## src/rtl/pb_value_capture_if.sv

```systemverilog
// Button/switch inputs and captured-value outputs of pb_value_capture.
// The master drives buttons and switches; the slave (the capture block) drives results.
interface pb_value_capture_if;
  logic [3:0]  pb;
  logic [2:0]  y;
  logic [11:0] vals;
  logic [3:0]  loaded;
  logic        all_loaded;
  logic [1:0]  min_idx;
  logic [2:0]  min_val;
  logic        update;

  modport master (
    output pb, y,
    input  vals, loaded, all_loaded, min_idx, min_val, update
  );

  modport slave (
    input  pb, y,
    output vals, loaded, all_loaded, min_idx, min_val, update
  );
endinterface

```

## src/rtl/pb_value_capture.sv

```systemverilog
// Syncs/debounces 4 buttons; each press captures the switch value into its slot, then tracks the minimum.
// Optional LOCK_AFTER_ALL_EN: once every slot is loaded, further presses are ignored until reset.
module pb_value_capture #(
  parameter int DEBOUNCE_CYCLES = 500_000,
  parameter int CNT_W           = 20
) (
  input  logic               clk,
  input  logic               reset,
  pb_value_capture_if.slave  bus
);

  localparam logic [CNT_W-1:0] CNT_MAX = CNT_W'(DEBOUNCE_CYCLES - 1);

  logic [3:0]       pb_m_q, pb_m_d, pb_s_q, pb_s_d;
  logic [2:0]       y_m_q, y_m_d, y_s_q, y_s_d;
  logic [3:0]       st_q, st_d, st_dly_q, st_dly_d;
  logic [CNT_W-1:0] cnt_q [4];
  logic [CNT_W-1:0] cnt_d [4];
  logic [3:0]       press_q, press_d;
  logic [3:0]       cap_en;
  logic [2:0]       slot_q [4];
  logic [2:0]       slot_d [4];
  logic [3:0]       loaded_q, loaded_d;
  logic             cap_q, cap_d;
  logic [1:0]       min_idx_q, min_idx_d;
  logic [2:0]       min_val_q, min_val_d;
  logic             all_loaded_q, all_loaded_d;
  logic             update_q, update_d;

  always_comb begin
    pb_m_d   = bus.pb;
    pb_s_d   = pb_m_q;
    y_m_d    = bus.y;
    y_s_d    = y_m_q;
    st_d     = st_q;
    st_dly_d = st_q;
    press_d  = st_q & ~st_dly_q;

    // A level must differ from the stable state for DEBOUNCE_CYCLES consecutive cycles.
    for (int i = 0; i < 4; i++) begin
      cnt_d[i] = '0;
      if (pb_s_q[i] != st_q[i]) begin
        if (cnt_q[i] == CNT_MAX) begin
          st_d[i] = pb_s_q[i];
        end else begin
          cnt_d[i] = cnt_q[i] + 1'b1;
        end
      end
    end

`ifdef LOCK_AFTER_ALL_EN
    cap_en = (&loaded_q) ? 4'b0000 : press_q;
`else
    cap_en = press_q;
`endif

    slot_d   = slot_q;
    loaded_d = loaded_q | cap_en;
    cap_d    = |cap_en;
    for (int i = 0; i < 4; i++) begin
      if (cap_en[i]) begin
        slot_d[i] = y_s_q;
      end
    end

    // Strict less-than keeps the lowest index on ties.
    min_idx_d = 2'd0;
    min_val_d = slot_q[0];
    for (int i = 1; i < 4; i++) begin
      if (slot_q[i] < min_val_d) begin
        min_idx_d = 2'(i);
        min_val_d = slot_q[i];
      end
    end

    all_loaded_d = &loaded_q;
    update_d     = cap_q;
  end

  always_ff @(posedge clk or posedge reset) begin
    if (reset) begin
      pb_m_q       <= '0;
      pb_s_q       <= '0;
      y_m_q        <= '0;
      y_s_q        <= '0;
      st_q         <= '0;
      st_dly_q     <= '0;
      press_q      <= '0;
      loaded_q     <= '0;
      cap_q        <= 1'b0;
      min_idx_q    <= '0;
      min_val_q    <= '0;
      all_loaded_q <= 1'b0;
      update_q     <= 1'b0;
      for (int i = 0; i < 4; i++) begin
        cnt_q[i]  <= '0;
        slot_q[i] <= '0;
      end
    end else begin
      pb_m_q       <= pb_m_d;
      pb_s_q       <= pb_s_d;
      y_m_q        <= y_m_d;
      y_s_q        <= y_s_d;
      st_q         <= st_d;
      st_dly_q     <= st_dly_d;
      press_q      <= press_d;
      loaded_q     <= loaded_d;
      cap_q        <= cap_d;
      min_idx_q    <= min_idx_d;
      min_val_q    <= min_val_d;
      all_loaded_q <= all_loaded_d;
      update_q     <= update_d;
      for (int i = 0; i < 4; i++) begin
        cnt_q[i]  <= cnt_d[i];
        slot_q[i] <= slot_d[i];
      end
    end
  end

  assign bus.vals       = {slot_q[3], slot_q[2], slot_q[1], slot_q[0]};
  assign bus.loaded     = loaded_q;
  assign bus.all_loaded = all_loaded_q;
  assign bus.min_idx    = min_idx_q;
  assign bus.min_val    = min_val_q;
  assign bus.update     = update_q;

endmodule
```

## src/flat_wrapper.sv

```systemverilog
// flat-port wrapper written by rule: the top's interface ports become plain ports
module pb_value_capture_flat 
#(
  parameter int DEBOUNCE_CYCLES = 500_000,
  parameter int CNT_W           = 20
)
  (clk, reset, bus_pb, bus_y, bus_vals, bus_loaded, bus_all_loaded, bus_min_idx, bus_min_val, bus_update);
  pb_value_capture_if bus_i ();
  input  logic clk;
  input  logic reset;
  input wire logic [$bits(bus_i.pb)-1:0] bus_pb;
  input wire logic [$bits(bus_i.y)-1:0] bus_y;
  output wire logic [$bits(bus_i.vals)-1:0] bus_vals;
  output wire logic [$bits(bus_i.loaded)-1:0] bus_loaded;
  output wire logic [$bits(bus_i.all_loaded)-1:0] bus_all_loaded;
  output wire logic [$bits(bus_i.min_idx)-1:0] bus_min_idx;
  output wire logic [$bits(bus_i.min_val)-1:0] bus_min_val;
  output wire logic [$bits(bus_i.update)-1:0] bus_update;
  assign bus_i.pb = bus_pb;
  assign bus_i.y = bus_y;
  assign bus_vals = bus_i.vals;
  assign bus_loaded = bus_i.loaded;
  assign bus_all_loaded = bus_i.all_loaded;
  assign bus_min_idx = bus_i.min_idx;
  assign bus_min_val = bus_i.min_val;
  assign bus_update = bus_i.update;
  pb_value_capture #(.DEBOUNCE_CYCLES(DEBOUNCE_CYCLES), .CNT_W(CNT_W)) u_core (.clk(clk), .reset(reset), .bus(bus_i));
endmodule
```

## config.mk

```make
export PLATFORM = sky130hd
export DESIGN_NAME = pb_value_capture_flat
export DESIGN_NICKNAME = d
export VERILOG_FILES = /design/src/rtl/pb_value_capture_if.sv /design/src/rtl/pb_value_capture.sv /design/src/flat_wrapper.sv
export SDC_FILE = /design/constraint.sdc
export NUM_CORES = 1
export LEC_CHECK = 0
export CAP_MARGIN = 0
export CORE_ASPECT_RATIO = 0.9
export CORE_UTILIZATION = 41
export CTS_BUF_LIST = sky130_fd_sc_hd__clkbuf_8 sky130_fd_sc_hd__clkbuf_16
export DETAILED_ROUTE_END_ITERATION = 7
export GPL_TIMING_DRIVEN = 1
export PLACE_DENSITY = 0.61
export SYNTH_ARGS = -nofsm -noshare
export SYNTH_HDL_FRONTEND = slang
export SYNTH_SLANG_ARGS = --single-unit
```

## constraint.sdc

```tcl
create_clock -name clk -period 4.4 [get_ports clk]
set_input_delay 0.88 -clock clk [delete_from_list [all_inputs] [get_ports clk]]
set_output_delay 0.88 -clock clk [all_outputs]
set_load 0.03 [all_outputs]
```

* Word level (Yosys, flattened, before mapping)
Index checks and enable logic that the tools add are counted. Widths: inputs -> output; s select.
Cells by class: $add $sub $neg 4, order comparisons 3, equality and inequality tests 8, multiplexer cells 14, bitwise operators 3, reduce and logical (&&, ||, !) cells 6
Operators by type and width (count):
- $mux 20 | 8
- $add 20x1->20 const B | 4
- $eq 20x19->1 const B | 4
- $lt 3x3->1 | 3
- $mux 3 | 3
- $reduce_and 2->1 | 4
- $and 4x4->4 | 1
- $mux 2 | 2
- $ne 1x1->1 | 4
- $not 4->4 | 1
- $or 4x4->4 | 1
- $reduce_and 4->1 | 1
- $reduce_or 4->1 | 1
- $mux 1 | 1
Word-level totals: bits in registers 130, output and inout bits 23, logic and storage cells 62

* Logic depth before layout (Yosys ltp)
Gate-level depths: netlist (run 1).
word-level depth 6, depth in mapped cells 17, mapped depth without buffers 17

* Worst setup path after synthesis (run 1)
Ideal clock, no wire load.
kind register to register, from register u_core.slot_q, in the netlist u_core.bus.vals[1], to register u_core.min_val_q[0], in the netlist u_core.bus.min_val[0], setup time 0.125 ns, arrival 3.201 ns, setup slack 1.075 ns, cell stages (with the launch flop) 18, buffers on the path 0, clock period less this slack 3.325 ns, path through dfrtp_1 inv_1 ha_1 o21ai_0 a21oi_1 mux2i_1 ha_1 nor2_1 nor2_1 nor2_1 a21oi_1 mux2i_1 inv_1 ha_1 o21a_1 nor2_1 a21oi_1 mux2_2
Between the ends: cells in the longest elaborated chain, start to end 6
RTL lines:
- start, declared | RTL line pb_value_capture.sv:21 | logic [2:0] slot_q [4];
- start signal, assigned by index | RTL line pb_value_capture.sv:115 | slot_q[i] <= slot_d[i];
- $lt 3x3->1 | RTL line pb_value_capture.sv:70 | if (slot_q[i] < min_val_d) begin
- $mux 3 (*) | RTL line pb_value_capture.sv:70
- $lt 3x3->1 | RTL line pb_value_capture.sv:70
- $mux 3 (*) | RTL line pb_value_capture.sv:70
- $lt 3x3->1 | RTL line pb_value_capture.sv:70
- $mux 3 (*) | RTL line pb_value_capture.sv:70
- named net u_core.min_val_d[0] | RTL line pb_value_capture.sv:26 | logic [2:0] min_val_q, min_val_d;
- end signal, assigned | RTL line pb_value_capture.sv:110 | min_val_q <= min_val_d;
- end, declared | RTL line pb_value_capture.sv:26
The timed path passes the listed nets; every way through them passes the cells marked *. A chain may end at the register's enable or synchronous reset.

* Worst setup path in the final report (run 1)
from register u_core.slot_q, in the netlist u_core.bus.vals[2], to register u_core.min_val_q[0], in the netlist u_core.bus.min_val[0]
The elaborated chain is that of the path after synthesis.

==> qor.csv, run 1 <==
metric,value,unit
outcome,"finished, final reports clean",
register area share after synthesis,57.42,%
vias in the first global route,3671,
fraction of layout instances using a drive strength above 1,10.23,%
total number of placement rows,40,
CTS Root Cell,clkbuf_16,
Synth Area in XOR/XNOR,10.98,%
CP Data Required Time,4.69,ns
Post-CTS Hold Fix Bufs,0,
routed vias,3715,
total track usage,15.92,%
hold path cells,0,
synthesized net count,541,
full die area,14290,um^2
Worst Path Max Fanout,4,
r2r setup slk,0.90,ns
core area,13410,um^2
synthesized instance count,520,
Setup CP Type,flip-flop to flip-flop,
Pleak,3.053,nW
DRT Pass-1 Iters,4,
TNS Setup,0,ns
clock skew,0.006117,ns
Hold Path End,u_core.pb_s_q[2]$_DFF_PP0_,
Layout area overhead,19.52,%
Post-CTS Setup Repair Bufs,0,
RSZ-0062 raised after global routing,false,
FF/Latch Area,3253,um^2
# setup viols final,0,
critical path capture point type,flip-flop,
post-DP HPWL,7013,um
CTS sink count,130,
fillers,1199,
count of pins over their slew limit,0,
Synth area leader,dfrtp_1,
f_max,285.5,MHz
VDD IR max,0.0002551,V
"most common cell after layout, fill and taps aside",dfrtp_1,
Reg2Reg Capture Point,u_core.bus.min_val[0]$_DFF_PP0_,
register bit total from synthesis,130,
Compound-Gate Fraction of Synth Area,2.385,%
Antenna Violating Nets Remaining,0,
"CTS clk-pin slew, worst paths",0.06,ns
largest family of logic cells by synthesized area,simple AND/OR/NAND/NOR gates,
CTS tree,built,
GP Congestion,0.7848,
DRC Markers,0,
R2R cell count,17,
Ant. Diodes,0,
Post-Syn Area,5665,um^2
area share of the largest cell type after synthesis,57.42,%
Period minus WS final,3.503,ns
Final WS setup,0.8969,ns
Max Root-Sink Buffers,2,
multi-input logic area,2288,um^2
post-CTS sizing,0,
Skew-Pair Late Insertion Delay,0.41,ns
"commonest cells after routing, fill and taps aside","dfrtp_1, nor2_1, xor2_1",
WL final,10190,um
HP Class,flip-flop to flip-flop,
post-synthesis simple-gate area fraction,21.25,%
WL/cell,13.67,um
hold_sp,u_core.pb_m_q[2]$_DFF_PP0_,
final hold viol count,0,
Initial Utilization,42.24,%
largest net degree at the start of global routing,72,
H-tree lvl count,4,
Worst R2R Start,u_core.bus.vals[2]$_DFFE_PP0P_,
post-synthesis mux area share,3.136,%
max_slew headroom,42.28,%
initial drt markers,219,
Num CTS Buffers,17,
Startpoint Class,flip-flop,
Max-Cap Viols,0,
Die H,113.5,um
port buffer count,31,
cell area power density,405.8,nW/um^2
Synth area leaders,"dfrtp_1, nor2_1, xor2_1, xnor2_1, mux2_2",
Netlist cell types,38,
first-pass GRT wire length,17750,um
Post-Synthesis Mean Instance Area,10.90,um^2
initial antenna violation count,0,
remaining global-route overflow,0,
pre-CTS WS,0.8962,ns
fin crit share,79.62,%
Synth Warn #,0,
io pins,32,
final layout net count,585,
drt via density,4.987,
post-synthesis adder-cell area fraction,2.650,%
Die W,125.9,um
critical path arrival,3.80,ns
transition time of the tightest slew-check pin,0.8658,ns
==> critical path: stages (launching register included) <==
cell     delay (ns)
dfrtp_1        0.37
inv_1          0.07
ha_1           0.31
nor2_1         0.05
a21oi_1        0.20
mux2i_1        0.27
ha_1           0.23
nor2_1         0.06
nor2_1         0.08
nor2_1         0.05
a21oi_1        0.26
mux2i_1        0.28
inv_1          0.07
ha_1           0.28
o21a_1         0.10
nor2_1         0.04
a21oi_1        0.28
mux2_2         0.38
==> sequential cells by signal, indices dropped and copies added (netlist names), 2 cells and up <==
signal / count
u_core.cap_en: 4
u_core.pb_m_q: 4
u_core.y_m_q: 3
u_core.y_s_q: 3
u_core.bus.min_val: 3
u_core.bus.loaded: 4
u_core.st_dly_q: 4
u_core.bus.vals: 12
u_core.st_dly_d: 4
u_core.cnt_q: 80
u_core.pb_s_q: 4
u_core.bus.min_idx: 2
==> where the power goes <==
| group | leakage (nW) | internal [mW] | switching, mW |
|---|---|---|---|
| registers | 1.77 | 1.21 | 0.0130 |
| clock network | 0.319 | 0.967 | 0.491 |
| logic | 0.960 | 0.0200 | 0.0447 |
| total | 3.05 | 2.20 | 0.549 |
==> final cells by class <==
type                       count  area share [%]
clock buffer                  19           6.689
clock inverter                13           2.458
inverter                      16          0.9239
multi-input combinational    366           33.80
sequential                   130           48.04
tap                          168           3.104
timing repair buffer          33           4.989
==> synth_stat cells <==
cell and number:
dfrtp_1 130, nor2_1 97, xor2_1 40, nand2_1 32, nand3_1 31, xnor2_1 31, nand4_1 19, inv_1 16
mux2_2 14, ha_1 12, o21ai_0 12, a21oi_1 10, and3_1 10, nor3_1 9, or2_2 8, nor4_1 6
and4_1 5, buf_2 5, nor2b_1 5, or3_1 5, nor4b_1 3, mux2i_1 2, nand2b_1 2, nor3_4 2
a211oi_1 1, and3_2 1, buf_12 1, buf_4 1, buf_6 1, nand3b_1 1, nand4bb_1 1, nor4_2 1
nor4bb_1 1, o21a_1 1, o32a_1 1, or2_1 1, or4_1 1, or4b_1 1
==> per-stage QoR <==
| stage | util [%] | area, um^2 | hold WS (ns) | total power, mW | std cells |
|---|---|---|---|---|---|
| global route | 50.49 | 6771 | 0.3502 | 2.850 | 745 |
| CTS | 50.49 | 6771 | 0.3500 | 2.785 | 745 |
| global placement | 45.87 | 6152 | 0.3359 | 1.311 | 713 |
| detailed placement | 45.87 | 6152 | 0.3372 | 1.313 | 713 |
| floorplan | - | 5665 | 0.3312 | 1.291 | 520 |
| finish | 50.49 | 6771 | 0.3480 | 2.748 | 745 |
==> worst max path at each step <==
stage,start,to,slack (ns),depth (start not counted)
floorplan,reset,u_core.bus.all_loaded$_DFF_PP0_,0.05,1
global placement,u_core.bus.vals[1]$_DFFE_PP0P_,u_core.bus.min_val[1]$_DFF_PP0_,1.04,17
detailed placement,u_core.bus.vals[2]$_DFFE_PP0P_,u_core.bus.min_val[0]$_DFF_PP0_,0.90,17
CTS,u_core.bus.vals[2]$_DFFE_PP0P_,u_core.bus.min_val[1]$_DFF_PP0_,0.87,17
global route,u_core.bus.vals[2]$_DFFE_PP0P_,u_core.bus.min_val[0]$_DFF_PP0_,0.62,17
finish,u_core.bus.vals[2]$_DFFE_PP0P_,u_core.bus.min_val[0]$_DFF_PP0_,0.90,17
==> layer usage <==
metal	track usage [%]	share of wire (%)	vias up	wire length, um
met5	0	0	-	0
met4	6.024	1.4	0	140
met3	4.878	4.2	12	424
met2	23.79	45	68	4589
met1	21.83	49	1792	5031
li1	-	-	1843	-
==> logic make-up after synthesis <==
kind of cell,count (synthesis)
simple gates,242
compound gates,25
buf+inv,24
mux,16
xor+xnor,71
fa+ha+maj,12
flops,130
(Power assumes the default switching activity.)
==> inputs of run 2 (changes only) <==
--- a/config.mk
+++ b/config.mk
@@ -11,7 +11,7 @@
 export CTS_BUF_LIST = sky130_fd_sc_hd__clkbuf_8 sky130_fd_sc_hd__clkbuf_16
 export DETAILED_ROUTE_END_ITERATION = 7
 export GPL_TIMING_DRIVEN = 1
-export PLACE_DENSITY = 0.61
+export PLACE_DENSITY = 0.58
 export SYNTH_ARGS = -nofsm -noshare
 export SYNTH_HDL_FRONTEND = slang
 export SYNTH_SLANG_ARGS = --single-unit
==> constraint.sdc (replaced) <==
create_clock -name clk -period 3.31 [get_ports clk]
set_input_delay 0.662 -clock clk [delete_from_list [all_inputs] [get_ports clk]]
set_output_delay 0.662 -clock clk [all_outputs]
set_load 0.03 [all_outputs]
==> qor.csv, run 2 (synthesized netlist as in run 1, its figures left out) <==
metric,value,unit
fillers,1191,
Final WS setup,0.08718,ns
clock skew,0.003760,ns
fin crit share,97.37,%
critical path arrival,3.52,ns
Post-CTS Hold Fix Bufs,0,
TNS Setup,0,ns
Pleak,3.092,nW
pre-CTS WS,-0.02556,ns
max FFs per register,80,
Hold Path End,u_core.bus.update$_DFF_PP0_,
GP Congestion,0.7971,
M1 WL,5342,um
Reg2Reg Capture Point,u_core.bus.min_val[1]$_DFF_PP0_,
Num CTS Buffers,17,
first-pass GRT wire length,17780,um
total number of placement rows,40,
"CTS clk-pin slew, worst paths",0.05,ns
initial drt markers,184,
r2r setup slk,0.09,ns
transition time of the tightest slew-check pin,0.7809,ns
H-tree lvl count,4,
DRC Markers,0,
crit path buf inv count,2,
Worst path max stage delay,0.36,ns
Startpoint Class,flip-flop,
Initial Utilization,42.24,%
placed instance area,6212,um^2
Layout area overhead,21.91,%
max_slew headroom,47.83,%
outcome,"finished, final reports clean",
FF/Latch Area,3254,um^2
WL/cell,13.74,um
Antenna Violating Nets Remaining,0,
fraction of layout instances using a drive strength above 1,13.44,%
met3 WL,313,um
total track usage,16.07,%
Max Used Layer,met4,
Fin Hold WS,0.3474,ns
Worst Path Max Fanout,3,
count of pins over their slew limit,0,
DR WL met2,4561,um
Worst R2R Start,u_core.bus.vals[1]$_DFFE_PP0P_,
critical-path cell list,inv_1 > ha_1 > o21ai_1 > a21oi_2 > mux2i_2 > ha_2 > nor2_1 > nor2_1 > nor2_2 > a21oi_2 > mux2i_1 > inv_1 > ha_1 > o21a_1 > nor2_1 > a21oi_2 > mux2_2,
HP Class,flip-flop to flip-flop,
CP Data Required Time,3.60,ns
DRT Pass-1 Iters,4,
Max-Cap Viols,0,
full die area,14290,um^2
R2R cell count,17,
Ant. Diodes,0,
Die H,113.5,um
core area,13410,um^2
# setup viols final,0,
Period minus WS final,3.223,ns
f_max,310.3,MHz
routed vias,3812,
CP max stage cell,dfrtp_2,
"most common cell after layout, fill and taps aside",dfrtp_1,
final hold viol count,0,
initial antenna violation count,0,
largest net degree at the start of global routing,40,
"commonest cells after routing, fill and taps aside","dfrtp_1, nor2_1, xor2_1",
CTS tree,built,
Setup CP Type,flip-flop to flip-flop,
"non-filler cells, final",756,
Pwr Total,3.669,mW
vias in the first global route,3687,
drt via density,5.042,
remaining global-route overflow,0,
Final Util,51.49,%
cell area power density,531.2,nW/um^2
hold path cells,0,
CTS sink count,130,
CTS Root Cell,clkbuf_16,
Placed Instances,719,
"Largest delay share family, worst path",multiplexers,
Skew-Pair Late Insertion Delay,0.41,ns
post-DP HPWL,7018,um
WL final,10390,um
design area,6907,um^2
final layout net count,597,
Reg with most FFs,u_core.cnt_q,
multi-input logic area,2321,um^2
VDD IR max,0.0003271,V
hold_sp,u_core.cap_q$_DFF_PP0_,
Max Root-Sink Buffers,2,
critical path capture point type,flip-flop,
Die W,125.9,um
port buffer count,31,
io pins,32,
## run 2: metal layers
metal / global-route usage, % / up-vias
li1: - / 1866
met1: 22.38 / 1883
met2: 23.61 / 48
met3: 4.268 / 15
met4: 7.229 / 0
met5: 0 / -
## run 2: how the worst max path moves through the flow
stage | slack [ns] | from | endpoint | depth (start not counted)
global route | -0.09 | u_core.bus.vals[1]$_DFFE_PP0P_ | u_core.bus.min_val[0]$_DFF_PP0_ | 17
floorplan | 0.01 | u_core.bus.vals[2]$_DFFE_PP0P_ | u_core.bus.min_val[0]$_DFF_PP0_ | 17
CTS | 0.04 | u_core.bus.vals[2]$_DFFE_PP0P_ | u_core.bus.min_val[0]$_DFF_PP0_ | 17
global placement | 0.07 | u_core.bus.vals[1]$_DFFE_PP0P_ | u_core.bus.min_val[1]$_DFF_PP0_ | 17
detailed placement | -0.03 | u_core.bus.vals[2]$_DFFE_PP0P_ | u_core.bus.min_val[0]$_DFF_PP0_ | 17
finish | 0.09 | u_core.bus.vals[1]$_DFFE_PP0P_ | u_core.bus.min_val[1]$_DFF_PP0_ | 17
## run 2: final cells by class
cell class                      instances  area share, %
Clock buffer                           19          6.558
Clock inverter                         12          2.373
Inverter                               16         0.9239
Multi-Input combinational cell        366          33.61
Sequential cell                       130          47.12
Tap cell                              168          3.043
Timing Repair Buffer                   45          6.377
## run 2: worst register-to-register path, stage by stage (launching register included)
cell and delay (ns):
dfrtp_2 0.36, inv_1 0.05, ha_1 0.28, o21ai_1 0.07
a21oi_2 0.19, mux2i_2 0.27, ha_2 0.22, nor2_1 0.05
nor2_1 0.11, nor2_2 0.06, a21oi_2 0.15, mux2i_1 0.27
inv_1 0.08, ha_1 0.28, o21a_1 0.10, nor2_1 0.04
a21oi_2 0.17, mux2_2 0.36
## run 2: what timing repair did
action | CTS | global route
endpoints found under the setup margin | 2 | 4
pin swaps | 0 | 2
setup buffers | 0 | 6
resized for setup | 1 | 7
## run 2: where the power goes
group	internal [mW]	switching, mW
Sequential	1.61	0.0170
Clock	1.28	0.665
Combinational	0.0303	0.0607
